--- config.mk ---
export PLATFORM = sky130hd
export DESIGN_NAME = arm_mc_ctrl
export DESIGN_NICKNAME = d
export VERILOG_FILES = /design/src/rtl/arm_mc_ctrl.sv
export SDC_FILE = /design/constraint.sdc
export NUM_CORES = 1
export LEC_CHECK = 0
export BUFFER_PORTS_ARGS = -buffer_cell sky130_fd_sc_hd__buf_2
export CORE_ASPECT_RATIO = 1.75
export CORE_MARGIN = 1
export CORE_UTILIZATION = 32
export DETAILED_ROUTE_END_ITERATION = 10
export SETUP_SLACK_MARGIN = 0.4
export SYNTH_ARGS = -nofsm -noshare
export SYNTH_HDL_FRONTEND = slang
export SYNTH_SLANG_ARGS = --single-unit
--- constraint.sdc ---
create_clock -name clk -period 2.05 [get_ports clk]
set_clock_uncertainty 0.2 [all_clocks]
set_input_delay 0.5125 -clock clk [delete_from_list [all_inputs] [get_ports clk]]
set_output_delay 0.5125 -clock clk [all_outputs]
set_load 0.03 [all_outputs]
--- src/rtl/arm_mc_ctrl.sv ---
// Multi-cycle control FSM for the ARM-subset RSA core: sequences fetch/decode/execute
// with memory wait states, holds the NZCV flags and the latched condition result.
module arm_mc_ctrl #(
    parameter int          ALUC_W     = 3,
    parameter int          MEM_WAIT   = 0,
    parameter logic [31:0] HALT_INSTR = 32'hEF00_0000,
    parameter bit          UNDEF_HALT = 1'b1
) (
    input  logic              clk,
    input  logic              reset,
    input  logic              start,
    input  logic [31:0]       Instr,
    input  logic [3:0]        ALUFlags,
    output logic              PCWrite,
    output logic              AdrSrc,
    output logic              MemWrite,
    output logic              IRWrite,
    output logic              RegWrite,
    output logic [1:0]        ResultSrc,
    output logic              ALUSrcA,
    output logic [1:0]        ALUSrcB,
    output logic [1:0]        ImmSrc,
    output logic [1:0]        RegSrc,
    output logic [ALUC_W-1:0] ALUControl,
    output logic              busy,
    output logic              halted
);

    localparam logic [3:0] S_IDLE   = 4'd0,  S_FETCH  = 4'd1,  S_DECODE = 4'd2,
                           S_MEMADR = 4'd3,  S_MEMRD  = 4'd4,  S_MEMWB  = 4'd5,
                           S_MEMWR  = 4'd6,  S_EXECR  = 4'd7,  S_EXECI  = 4'd8,
                           S_ALUWB  = 4'd9,  S_BRANCH = 4'd10, S_HALT   = 4'd11;

    logic [3:0] state, state_nx;
    logic [3:0] wcnt;
    logic [3:0] flags_q;
    logic       cond_q;
    logic [1:0] op;
    logic [3:0] cmd;
    logic       cmd_ok, is_cmp, is_arith, wlast, in_wait, in_exec, rd_pc;
    logic [2:0] dp_aluc;
    logic       unused_instr;

    assign op           = Instr[27:26];
    assign cmd          = Instr[24:21];
    assign wlast        = (wcnt == 4'(MEM_WAIT));
    assign in_wait      = (state == S_FETCH) || (state == S_MEMRD) || (state == S_MEMWR);
    assign in_exec      = (state == S_EXECR) || (state == S_EXECI);
    assign rd_pc        = (Instr[15:12] == 4'b1111);
    assign unused_instr = ^{Instr[19:16], Instr[11:0]};

    function automatic logic cond_eval(input logic [3:0] c, input logic [3:0] f);
        logic n, z, cy, v;
        {n, z, cy, v} = f;
        case (c)
            4'b0000: cond_eval = z;
            4'b0001: cond_eval = !z;
            4'b0010: cond_eval = cy;
            4'b0011: cond_eval = !cy;
            4'b0100: cond_eval = n;
            4'b0101: cond_eval = !n;
            4'b0110: cond_eval = v;
            4'b0111: cond_eval = !v;
            4'b1000: cond_eval = cy && !z;
            4'b1001: cond_eval = !cy || z;
            4'b1010: cond_eval = (n == v);
            4'b1011: cond_eval = (n != v);
            4'b1100: cond_eval = !z && (n == v);
            4'b1101: cond_eval = z || (n != v);
            4'b1110: cond_eval = 1'b1;
            default: cond_eval = 1'b0;
        endcase
    endfunction

    always_comb begin
        cmd_ok   = 1'b1;
        is_cmp   = 1'b0;
        is_arith = 1'b0;
        dp_aluc  = 3'b000;
        case (cmd)
            4'b0100: is_arith = 1'b1;
            4'b0010: begin dp_aluc = 3'b001; is_arith = 1'b1; end
            4'b0000: dp_aluc = 3'b010;
            4'b1100: dp_aluc = 3'b011;
            4'b0001: dp_aluc = 3'b100;
            4'b1101: dp_aluc = 3'b101;
            4'b1010: begin dp_aluc = 3'b001; is_arith = 1'b1; is_cmp = 1'b1; end
            default: cmd_ok = 1'b0;
        endcase
    end

    always_comb begin
        state_nx = state;
        case (state)
            S_IDLE:   if (start) state_nx = S_FETCH;
            S_FETCH:  if (wlast) state_nx = S_DECODE;
            S_DECODE: begin
                if (Instr == HALT_INSTR)
                    state_nx = S_HALT;
                else if (op == 2'b01)
                    state_nx = S_MEMADR;
                else if (op == 2'b10)
                    state_nx = S_BRANCH;
                else if (op == 2'b00 && cmd_ok)
                    state_nx = Instr[25] ? S_EXECI : S_EXECR;
                else
                    state_nx = UNDEF_HALT ? S_HALT : S_FETCH;
            end
            S_MEMADR: state_nx = Instr[20] ? S_MEMRD : S_MEMWR;
            S_MEMRD:  if (wlast) state_nx = S_MEMWB;
            S_MEMWR:  if (wlast) state_nx = S_FETCH;
            S_EXECR,
            S_EXECI:  state_nx = is_cmp ? S_FETCH : S_ALUWB;
            S_MEMWB,
            S_ALUWB,
            S_BRANCH: state_nx = S_FETCH;
            S_HALT:   state_nx = S_HALT;
            default:  state_nx = S_IDLE;
        endcase
    end

    always_ff @(posedge clk) begin
        if (reset) begin
            state   <= S_IDLE;
            wcnt    <= 4'd0;
            flags_q <= 4'b0000;
            cond_q  <= 1'b0;
        end else begin
            state <= state_nx;
            wcnt  <= (in_wait && !wlast) ? wcnt + 4'd1 : 4'd0;
            if (state == S_DECODE)
                cond_q <= cond_eval(Instr[31:28], flags_q);
            // CMP always writes flags; other DP ops only when S is set and the condition held
            if (in_exec && ((cond_q && Instr[20]) || is_cmp)) begin
                flags_q[3:2] <= ALUFlags[3:2];
                if (is_arith)
                    flags_q[1:0] <= ALUFlags[1:0];
            end
        end
    end

    always_comb begin
        PCWrite    = 1'b0;
        AdrSrc     = 1'b0;
        MemWrite   = 1'b0;
        IRWrite    = 1'b0;
        RegWrite   = 1'b0;
        ResultSrc  = 2'b00;
        ALUSrcA    = 1'b0;
        ALUSrcB    = 2'b00;
        ALUControl = '0;
        ImmSrc     = op;
        RegSrc     = {op == 2'b10, op == 2'b01};
        busy       = (state != S_IDLE) && (state != S_HALT);
        halted     = (state == S_HALT);
        case (state)
            S_FETCH: begin
                ALUSrcA = 1'b1; ALUSrcB = 2'b10; ResultSrc = 2'b10;
                IRWrite = wlast; PCWrite = wlast;
            end
            S_DECODE: begin
                ALUSrcA = 1'b1; ALUSrcB = 2'b10; ResultSrc = 2'b10;
            end
            S_MEMADR: ALUSrcB = 2'b01;
            S_MEMRD:  AdrSrc = 1'b1;
            S_MEMWB: begin
                ResultSrc = 2'b01; RegWrite = cond_q; PCWrite = cond_q && rd_pc;
            end
            S_MEMWR: begin
                AdrSrc = 1'b1; MemWrite = cond_q && wlast;
            end
            S_EXECR:  ALUControl = ALUC_W'(dp_aluc);
            S_EXECI: begin
                ALUSrcB = 2'b01; ALUControl = ALUC_W'(dp_aluc);
            end
            S_ALUWB: begin
                RegWrite = cond_q; PCWrite = cond_q && rd_pc;
            end
            S_BRANCH: begin
                ALUSrcB = 2'b01; ResultSrc = 2'b10; PCWrite = cond_q;
            end
            default: ;
        endcase
        // reset abandons any access in flight, so nothing may strobe this cycle
        if (reset) begin
            PCWrite = 1'b0; AdrSrc = 1'b0; MemWrite = 1'b0; IRWrite = 1'b0;
            RegWrite = 1'b0; ResultSrc = 2'b00; ALUSrcA = 1'b0; ALUSrcB = 2'b00;
            ImmSrc = 2'b00; RegSrc = 2'b00; ALUControl = '0; busy = 1'b0; halted = 1'b0;
        end
    end

endmodule

* Word level (Yosys, flattened, before mapping)
Cells that the tools add are included.
** Operators by class
- Equal/unequal tests :: 42
- Add/sub/neg operators :: 1
- Muxes and demuxes :: 39
- Bitwise operators :: 1
- Reduce and logical (&&, ||, !) cells :: 39
** Operator list (number)
- 4-bit == test (second input constant) :: 15
- 4-bit two-way mux :: 10
- 4-bit by 3-bit == test with 1-bit output (second input constant) :: 9
- 4-bit case mux with 9 select lines :: 1
- 32-bit == test (second input constant) :: 1
- 4-bit by 2-bit == test with 1-bit output (second input constant) :: 5
- 4-bit logical NOT :: 4
- 1-bit two-way mux :: 16
- 1-bit case mux with 15 select lines :: 1
- 3-bit case mux with 5 select lines :: 1
- 4-bit by 1-bit == test with 1-bit output (second input constant) :: 3
- 2-bit OR reduction :: 6
- 3-bit OR reduction :: 4
- 2-bit two-way mux :: 5
- 1-bit logical AND :: 9
- 2-bit != test (second input constant) :: 4
- 2-bit case mux with 2 select lines :: 2
- 7-bit OR reduction :: 1
- 1-bit logical OR :: 6
- 3-bit two-way mux :: 2
- 1-bit logical NOT :: 5
- 4-bit by 1-bit adder with 4-bit output (second input constant) :: 1
- 4-bit != test (second input constant) :: 1
- 4-bit AND reduction :: 1
- 9 further kinds :: 9
** Storage, ports and cells
- Input bits :: 39
- Word-level logic and storage cells :: 127
- Output and inout port bits :: 19
- Bits in registers :: 13

* Longest topological paths before layout
Gate-level depths: netlist of the first run.
- Word-level depth :: 9
- Mapped depth :: 7

* Least setup slack after synthesis of the first run
No wires, ideal clock.
- Kind :: reg-to-output
- Start point :: register state[3]
- End point :: output PCWrite
- Path slack :: -737 ps
- Path buffers :: 1
- Data arrival time :: 2074 ps
- Stages on the path, launching flop included :: 5
- Path through :: dfxtp_1 or2_1 buf_6 nor4_1 o21bai_1
** Between the ends
- Cells in the longest elaborated chain, start to end :: 4
- Elaborated cells on any way between the ends :: 7
- Classes of those cells :: 4 x eq/ne; 2 x mux; 1 x reduce/logical
** Ends and longest elaborated chain
- start, declared :: RTL line 34 : logic [3:0] state, state_nx;
- start signal, assigned :: RTL line 129 : state <= state_nx;
- 4-bit by 3-bit == test with 1-bit output or 4-bit == test (tied branches) :: RTL line 156 : case (state)
- 2-bit OR reduction (no line)
- 1-bit case mux with 3 select lines (*) :: RTL line 156
- 1-bit two-way mux (*) :: RTL line 185 : if (reset) begin
- end, declared :: RTL line 14 : output logic PCWrite,
Mark *: on every way between the ends. The rest lies on a longest branch, timed or not.

* Worst setup path in the final report of the first run
- Start point :: register state[1]
- End point :: output PCWrite
The elaborated chain is that of the path after synthesis.

==> reports/qor.yml, run 1 <==
floorplanning:
  die_w_um: 48.5
  die_area_sq_mm: 0.00404
  initial_core_util_pct: 33.3
  core_area_sq_mm: 0.00363
  rows: 29
  dieHeight_um: 83.3
  io_pins: 58
layout:
  area_growth_pct: 108
  antenna_cells: 0
  nNetsFinal: 288
  drive_gt1_share_pct: 65.9
clocking:
  clkLatencyLatePin_ns: 0.25
  holdBufCountCts: 0
  cts-htree-levels: 1
  path_clk_slew_ns: 0.06
  cts-root-buf: "clkbuf_8"
  clockBufferDepth: 2
  clkSinkCount: 13
  cts_made_buffers: 3
  tritoncts: "done"
synthesis:
  ys_seq_elements: 13
  ys_types: 48
  synth_top_area_share_pct: 21.5
  synthTopCellsByArea: "dfxtp_1, nor2_1, mux2i_1, nor2b_1, a21oi_1"
  synth_nets: 207
  synth-warning-count: 0
  syn_area_sq_mm: 0.00121
  synth_edf_count: 0
  synth_cells: 166
  synth.avg_cell_area_sq_um: 7.29
  yosys.area.top_type: "dfxtp_1"
  ys.flop_type: "dfxtp_1"
  async_flop_share_pct: 0
  ys_seq_area_share_pct: 21.5
global_routing:
  grt_overflow: 0
  grt_pass1_vias: 1539
  grt_pass1_wl_mm: 7.23
  grt_max_degree: 9
  antenna_found_initial: 0
  track_usage_pct: 22.8
worst_setup_path:
  cpLargestDelayFamily: "simple AND/OR/NAND/NOR gates"
  path_buf_inv: 1
  crit_chain: "nand2b_4, or2_4, a21oi_4, nor2_2, o21bai_4, buf_6"
  crit_type: "flip-flop to primary output"
  crit_arrival_ns: 1.49
  max_stage_delay_ns: 0.38
  cp-end-kind: "primary output"
  slowest_stage: "dfxtp_4"
  worstPathMaxFanout: 7
  worstPathRequired_ns: 1.34
  startpoint_type: "flip-flop"
run_status:
  outcome: "finished, violations left"
  violations: "negative setup slack"
placement:
  pre_cts_ws_ns: -0.189
  io_buffers: 41
  place_congestion: 0.878
  dp.final_hpwl_mm: 3.15
pwr:
  p_leak_nw: 1.04
  vdd_drop_max_uv: 477
  pwr_density_cell_mw_per_mm2: 567
worst_hold_path:
  min_path_type: "primary input to flip-flop"
sta:
  relSlewSlack_pct: 75.3
  timing.final.max_slew_violations: 0
  finalCritPeriodShare_pct: 107
  rsz0062_at_grt: "yes"
  hold_violations: 0
  fin_ws_ns: -0.150
  worst_slew_pin_slew_ns: 0.366
  clock.fmax_ghz: 0.455
  finalSetupViolations: 12
  finalCriticalPeriod_ns: 2.20
  holdWs_ns: 0.301
run:
  drv_cap: 0
routing:
  drc: 0
  vias: 1546
  drt_wl_total_mm: 4.71
  ant_nets: 0
  wl_per_cell_um: 16.1
  firstDrtPassIters: 4
  drtIter0Drc: 33
  drt-vias-per-instance: 5.29
-- state kept, by name (all words and copies together) (netlist names) --
signal / flops
flags_q: 4
cond_q: 1
state: 4
wcnt: 4
-- Yosys cell counts, types with 2 or more instances --
library cell,number
nand2b_1,3
ha_1,2
xor2_1,2
a21oi_1,9
inv_1,9
o21ai_0,3
buf_2,2
or3_1,3
nand2_1,7
o32ai_1,2
dfxtp_1,13
clkbuf_1,6
mux2i_1,6
o21ai_1,2
nand3b_1,2
nand4_1,2
nor3_1,9
a31oi_1,2
nand3_1,5
o21a_1,2
mux2_2,3
or2_2,2
buf_1,2
xnor2_1,3
a211oi_1,2
nor2b_1,8
and2_1,5
nor3b_1,3
a211o_1,2
nor4_1,3
nor2_1,24
o21bai_1,2
-- power breakdown --
group          switching (mW)  internal (mW)
clock network           0.107          0.138
logic                   0.427          0.439
registers              0.0415          0.274
total                   0.576          0.851
-- final timing paths --
check | startpoint | end | slack, ns | cells after the start
hold / removal | ALUFlags[0] | flags_q[0] | 0.30 | 3
setup reg to reg | state[0] | cond_q | 0.14 | 5
hold reg to reg | wcnt[0] | wcnt[0] | 0.33 | 2
setup / recovery | state[1] | PCWrite | -0.15 | 6
-- worst reg2reg max path, cell delays in order (launching register included) --
cell and delay (ns):
dfxtp_4 0.38, nand2b_2 0.28, buf_4 0.20, or3_4 0.34, a2111oi_4 0.32, a211o_1 0.14
-- through the flow --
stage / util (%) / power [mW] / std cells / setup TNS [ns] / cell area (sq um)
floorplan: - / 0.759 / 166 / -0.0723 / 1550
global placement: 51.4 / 0.907 / 267 / -0.463 / 1870
detailed placement: 51.4 / 0.920 / 267 / -0.772 / 1870
CTS: 64.5 / 1.35 / 282 / -0.722 / 2340
global route: 69.4 / 1.49 / 292 / -1.49 / 2520
finish: 69.4 / 1.43 / 292 / -0.934 / 2520
-- layer usage --
metal / global-route usage, % / share of wire, %
met3: 3.11 / 4.4
met2: 46.0 / 58
met1: 22.4 / 35
met4: 8.56 / 3.5
met5: 0 / 0
-- cell type report --
| cell class | count | area, sq um |
|---|---|---|
| multi-input combinational | 132 | 1280 |
| fill | 260 | 1110 |
| timing repair buffer | 88 | 813 |
| sequential | 13 | 278 |
| tap | 46 | 57.6 |
| clock buffer | 4 | 45.0 |
| inverter | 9 | 41.3 |
-- cell families after synthesis --
kind of cell               Yosys count  share of synthesized area [%]
DFF                                 13                           21.5
muxes                                9                           7.76
and+or+nand+nor                     81                           35.8
AOI/OAI and AO/OA                   35                           21.6
buffers and inverters               21                           7.65
xor gates and xnor gates             5                           3.62
adders and majority gates            2                           2.07
-- cells in the final DEF, fill, tap and decap left out, types with 4 or more instances in the layout --
| cell | count |
|---|---|
| dfxtp_1 | 7 |
| nor2_2 | 7 |
| buf_2 | 21 |
| dfxtp_4 | 4 |
| and2_4 | 5 |
| nor2b_1 | 5 |
| nand2_1 | 4 |
| buf_4 | 25 |
| nand3_1 | 5 |
| a21oi_1 | 7 |
| inv_1 | 5 |
| nor3_4 | 6 |
| mux2i_1 | 6 |
| buf_12 | 5 |
| buf_6 | 36 |
| nor2_1 | 14 |
| or3_4 | 4 |
-- timing repair --
action,in CTS,in global routing
endpoints found under the setup margin,32,32
hold endpoints to repair,0,0
pin swaps,29,16
resized for setup,103,21
setup buffers,11,10
(Power assumes the default switching activity.)
==> run 2, diff against run 1 <==
--- a/config.mk
+++ b/config.mk
@@ -8,8 +8,9 @@
 export BUFFER_PORTS_ARGS = -buffer_cell sky130_fd_sc_hd__buf_2
 export CORE_ASPECT_RATIO = 1.75
 export CORE_MARGIN = 1
-export CORE_UTILIZATION = 32
+export CORE_UTILIZATION = 46
 export DETAILED_ROUTE_END_ITERATION = 10
+export PLACE_DENSITY = 0.8
 export SETUP_SLACK_MARGIN = 0.4
 export SYNTH_ARGS = -nofsm -noshare
 export SYNTH_HDL_FRONTEND = slang
==> reports/qor.yml, run 2 <==
clocking:
  cts-htree-levels: 1  # unchanged
  clkSinkCount: 13  # unchanged
  holdBufCountCts: 0  # unchanged
  cts-root-buf: "clkbuf_8"
  clockBufferDepth: 2  # unchanged
  cts_made_buffers: 3  # unchanged
synthesis:
  synth.top_cells.by_count: "nor2_1, dfxtp_1, a21oi_1, inv_1, nor3_1"
  ys.flop_type: "dfxtp_1"
  async_flop_share_pct: 0  # unchanged
  synth_nets: 207  # unchanged
  ys_seq_elements: 13  # unchanged
  yosys.area.top_type: "dfxtp_1"
  synth_top_area_share_pct: 21.5  # unchanged
  synth_edf_count: 0  # unchanged
  ys_seq_area_share_pct: 21.5  # unchanged
  synth.avg_cell_area_sq_um: 7.29  # unchanged
  synth-warning-count: 0  # unchanged
  synth.most_common_cell: "nor2_1"
  synth_cells: 166  # unchanged
  syn_area_sq_mm: 0.00121  # unchanged
  synthTopCellsByArea: "dfxtp_1, nor2_1, mux2i_1, nor2b_1, a21oi_1"
  ys_types: 48  # unchanged
floorplanning:
  die_w_um: 40.8  # -16%
  io_pins: 58  # unchanged
  rows: 24  # -17%
  initial_core_util_pct: 48.5  # +15 points
  dieHeight_um: 69.8  # -16%
placement:
  dp_cells: 248  # -7.1%
  place_congestion: 0.924  # +5.2%
  dp.final_hpwl_mm: 3.01  # -4.4%
  io_buffers: 41  # unchanged
run_status:
  failed_stage: "global routing (5_1_grt)"
  outcome: "aborted with a tool error"
  error: "[ERROR DPL-0038] Utilization greater than 100%, impossible to legalize"
sta:
  worstEpCategory: "top-level output"
  crit_endpoint: "PCWrite"
global_routing:
  grt_max_degree: 9
[run 2: cell families after synthesis]
group           count (synthesis)  share of synthesized area, %
xor+xnor                        5                          3.62
fa+ha+maj                       2                          2.07
buf+inv                        21                          7.65
mux                             9                          7.76
simple gates                   81                          35.8
flops                          13                          21.5
compound gates                 35                          21.6
[run 2: stage by stage]
stage	hold slack, ns	setup WS [ns]	instance area, sq um
4_1_cts	0.317	-0.131	2230
3_5_place_dp	0.265	-0.162	1850
3_3_place_gp	0.244	-0.130	1850
2_1_floorplan	0.230	-0.0723	1550
[run 2: what timing repair did]
| item | in CTS |
|---|---|
| setup endpoints to repair | 31 |
| pin swaps | 22 |
| setup buffers | 9 |
| resized for setup | 83 |
==> run 3, diff against run 2 <==
==> config.mk (replaced) <==
export PLATFORM = sky130hd
export DESIGN_NAME = arm_mc_ctrl
export DESIGN_NICKNAME = d
export VERILOG_FILES = /design/src/rtl/arm_mc_ctrl.sv
export SDC_FILE = /design/constraint.sdc
export NUM_CORES = 1
export LEC_CHECK = 0
export BUFFER_PORTS_ARGS = -buffer_cell sky130_fd_sc_hd__buf_2
export CORE_AREA = 2 2 63 65
export DETAILED_ROUTE_END_ITERATION = 10
export DIE_AREA = 0 0 65 67
export PLACE_DENSITY_LB_ADDON = 0.15
export SYNTH_ARGS = -nofsm -noshare
export SYNTH_HDL_FRONTEND = slang
export SYNTH_SLANG_ARGS = --single-unit
==> reports/qor.yml, run 3 (synthesis results as in run 1) <==
placement:
  place_congestion: 0.893  # -3.4%
  placed_cell_area_sq_mm: 0.00168  # -9.2%
  dp.final_hpwl_mm: 2.75  # -8.6%
  io_buffers: 41  # unchanged
routing:
  vias: 1427
  ant_nets: 0
  firstDrtPassIters: 4
  drc: 0
  wl_per_cell_um: 13.1
  drt-vias-per-instance: 5.21
  drt_wl_total_mm: 3.60
  drtIter0Drc: 37
layout:
  multi_input_area_sq_mm: 0.00105
  nNetsFinal: 268
  antenna_cells: 0
  final_cell_mix: "buf_4, buf_2, nor2_1"
  reg_top3: "flags_q (4), state (4), wcnt (4)"
  fillers: 337
  drive_gt1_share_pct: 50.4
  area_growth_pct: 63.3
  final_common_cell: "buf_4"
  fin_area_sq_mm: 0.00198
  regArea_sq_um: 275
global_routing:
  grt_pass1_vias: 1365
  antenna_found_initial: 0
  grt_pass1_wl_mm: 5.67
  grt_max_degree: 9
  track_usage_pct: 17.0
  grt_overflow: 0
pwr:
  p_switching_uw: 453
  internal_power_uw: 711
  p_seq_share_pct: 26.1
  vdd_drop_max_uv: 398
  p_clk_share_pct: 19.6
  p_leak_nw: 0.832
  swShare_pct: 38.9
  combPwrFrac_pct: 54.2
  pwr_density_cell_mw_per_mm2: 589
clocking:
  cts-htree-levels: 1  # unchanged
  path_clk_slew_ns: 0.05
  cts_made_buffers: 3  # unchanged
  tritoncts: "done"
  clockBufferDepth: 2  # unchanged
  cts-root-buf: "clkbuf_8"
  clkLatencyLatePin_ns: 0.24
  clkSinkCount: 13  # unchanged
sta:
  clock.fmax_ghz: 0.464
  fin_ws_ns: -0.103
  finalCriticalPeriod_ns: 2.15
  finalCritPeriodShare_pct: 105
  finalSetupViolations: 11
  rsz0062_at_grt: "yes"
  tns_ns: -0.749
  relSlewSlack_pct: 68.0
  holdWs_ns: 0.306
  worst_slew_pin_slew_ns: 0.474
  hold_violations: 0
  timing.final.max_slew_violations: 0
floorplanning:
  io_pins: 58  # unchanged
  core_area_sq_mm: 0.00361
  rows: 22  # -8.3%
  die_w_um: 65  # +59%
  dieHeight_um: 67  # -4.1%
  initial_core_util_pct: 33.6  # -15 points
  die_area_sq_mm: 0.00436
worst_setup_path:
  worstPathMaxFanout: 5
  worstPathRequired_ns: 1.34
  cp-end-kind: "primary output"
  crit_type: "flip-flop to primary output"
  startpoint_type: "flip-flop"
  crit_arrival_ns: 1.44
run:
  drv_cap: 0
worst_hold_path:
  min_path_type: "primary input to flip-flop"
run_status:
  outcome: "finished, violations left"
  violations: "negative setup slack"
## run 3: stage by stage
| step | worst slack (ns) | std cells | power (mW) | util [%] |
|---|---|---|---|---|
| after global routing | -0.151 | 274 | 1.23 | 54.8 |
| final | -0.103 | 274 | 1.16 | 54.8 |
| after detailed placement | -0.183 | 265 | 0.837 | 46.5 |
| after floorplan | -0.116 | 166 | 0.655 | - |
| after global placement | -0.155 | 265 | 0.827 | 46.5 |
| after CTS | -0.0919 | 274 | 1.14 | 52.9 |
## run 3: per-layer routing
layer | part of all wire (%) | vias up | global-route usage [%]
li1 | - | 713 | -
met1 | 44 | 660 | 21.4
met2 | 48 | 46 | 27.6
met3 | 5.9 | 8 | 3.38
met4 | 1.6 | 0 | 8.24
met5 | 0 | - | 0
## run 3: final timing paths
kind / start / to / slack [ns] / depth (start not counted)
max: state[0] / ALUSrcB[0] / -0.10 / 5
min: ALUFlags[1] / flags_q[1] / 0.31 / 3
max reg2reg: wcnt[1] / state[2] / 0.17 / 7
min reg2reg: wcnt[0] / wcnt[0] / 0.32 / 2
## run 3: power groups by stage
stage	combinational, mW	sequential, mW	clock (mW)
floorplan	0.367	0.288	0
global route	0.674	0.308	0.245
CTS	0.614	0.298	0.231
finish	0.631	0.304	0.228
detailed placement	0.542	0.295	0
global placement	0.532	0.294	0
## run 3: layout make-up
cell class,instances,share of cell area (%)
repair buffers,68,26.0
flip-flops and latches,13,13.9
multi-input cells,132,53.1
clock buffers,4,2.28
well taps,48,3.04
inverters,9,1.71
## run 3: what timing repair did
action / CTS / global route
endpoints found under the setup margin: 14 / 15
pin swaps: 11 / 5
cloned: 0 / 0
resized for setup: 46 / 17
buffers inserted: 5 / 0
hold buffers: 0 / 0
## run 3: critical path, stage by stage (launching register included)
cell and delay, ns:
dfxtp_4 0.39, nand2_2 0.09, buf_4 0.16, mux2_2 0.28
nor3_4 0.13, buf_6 0.15
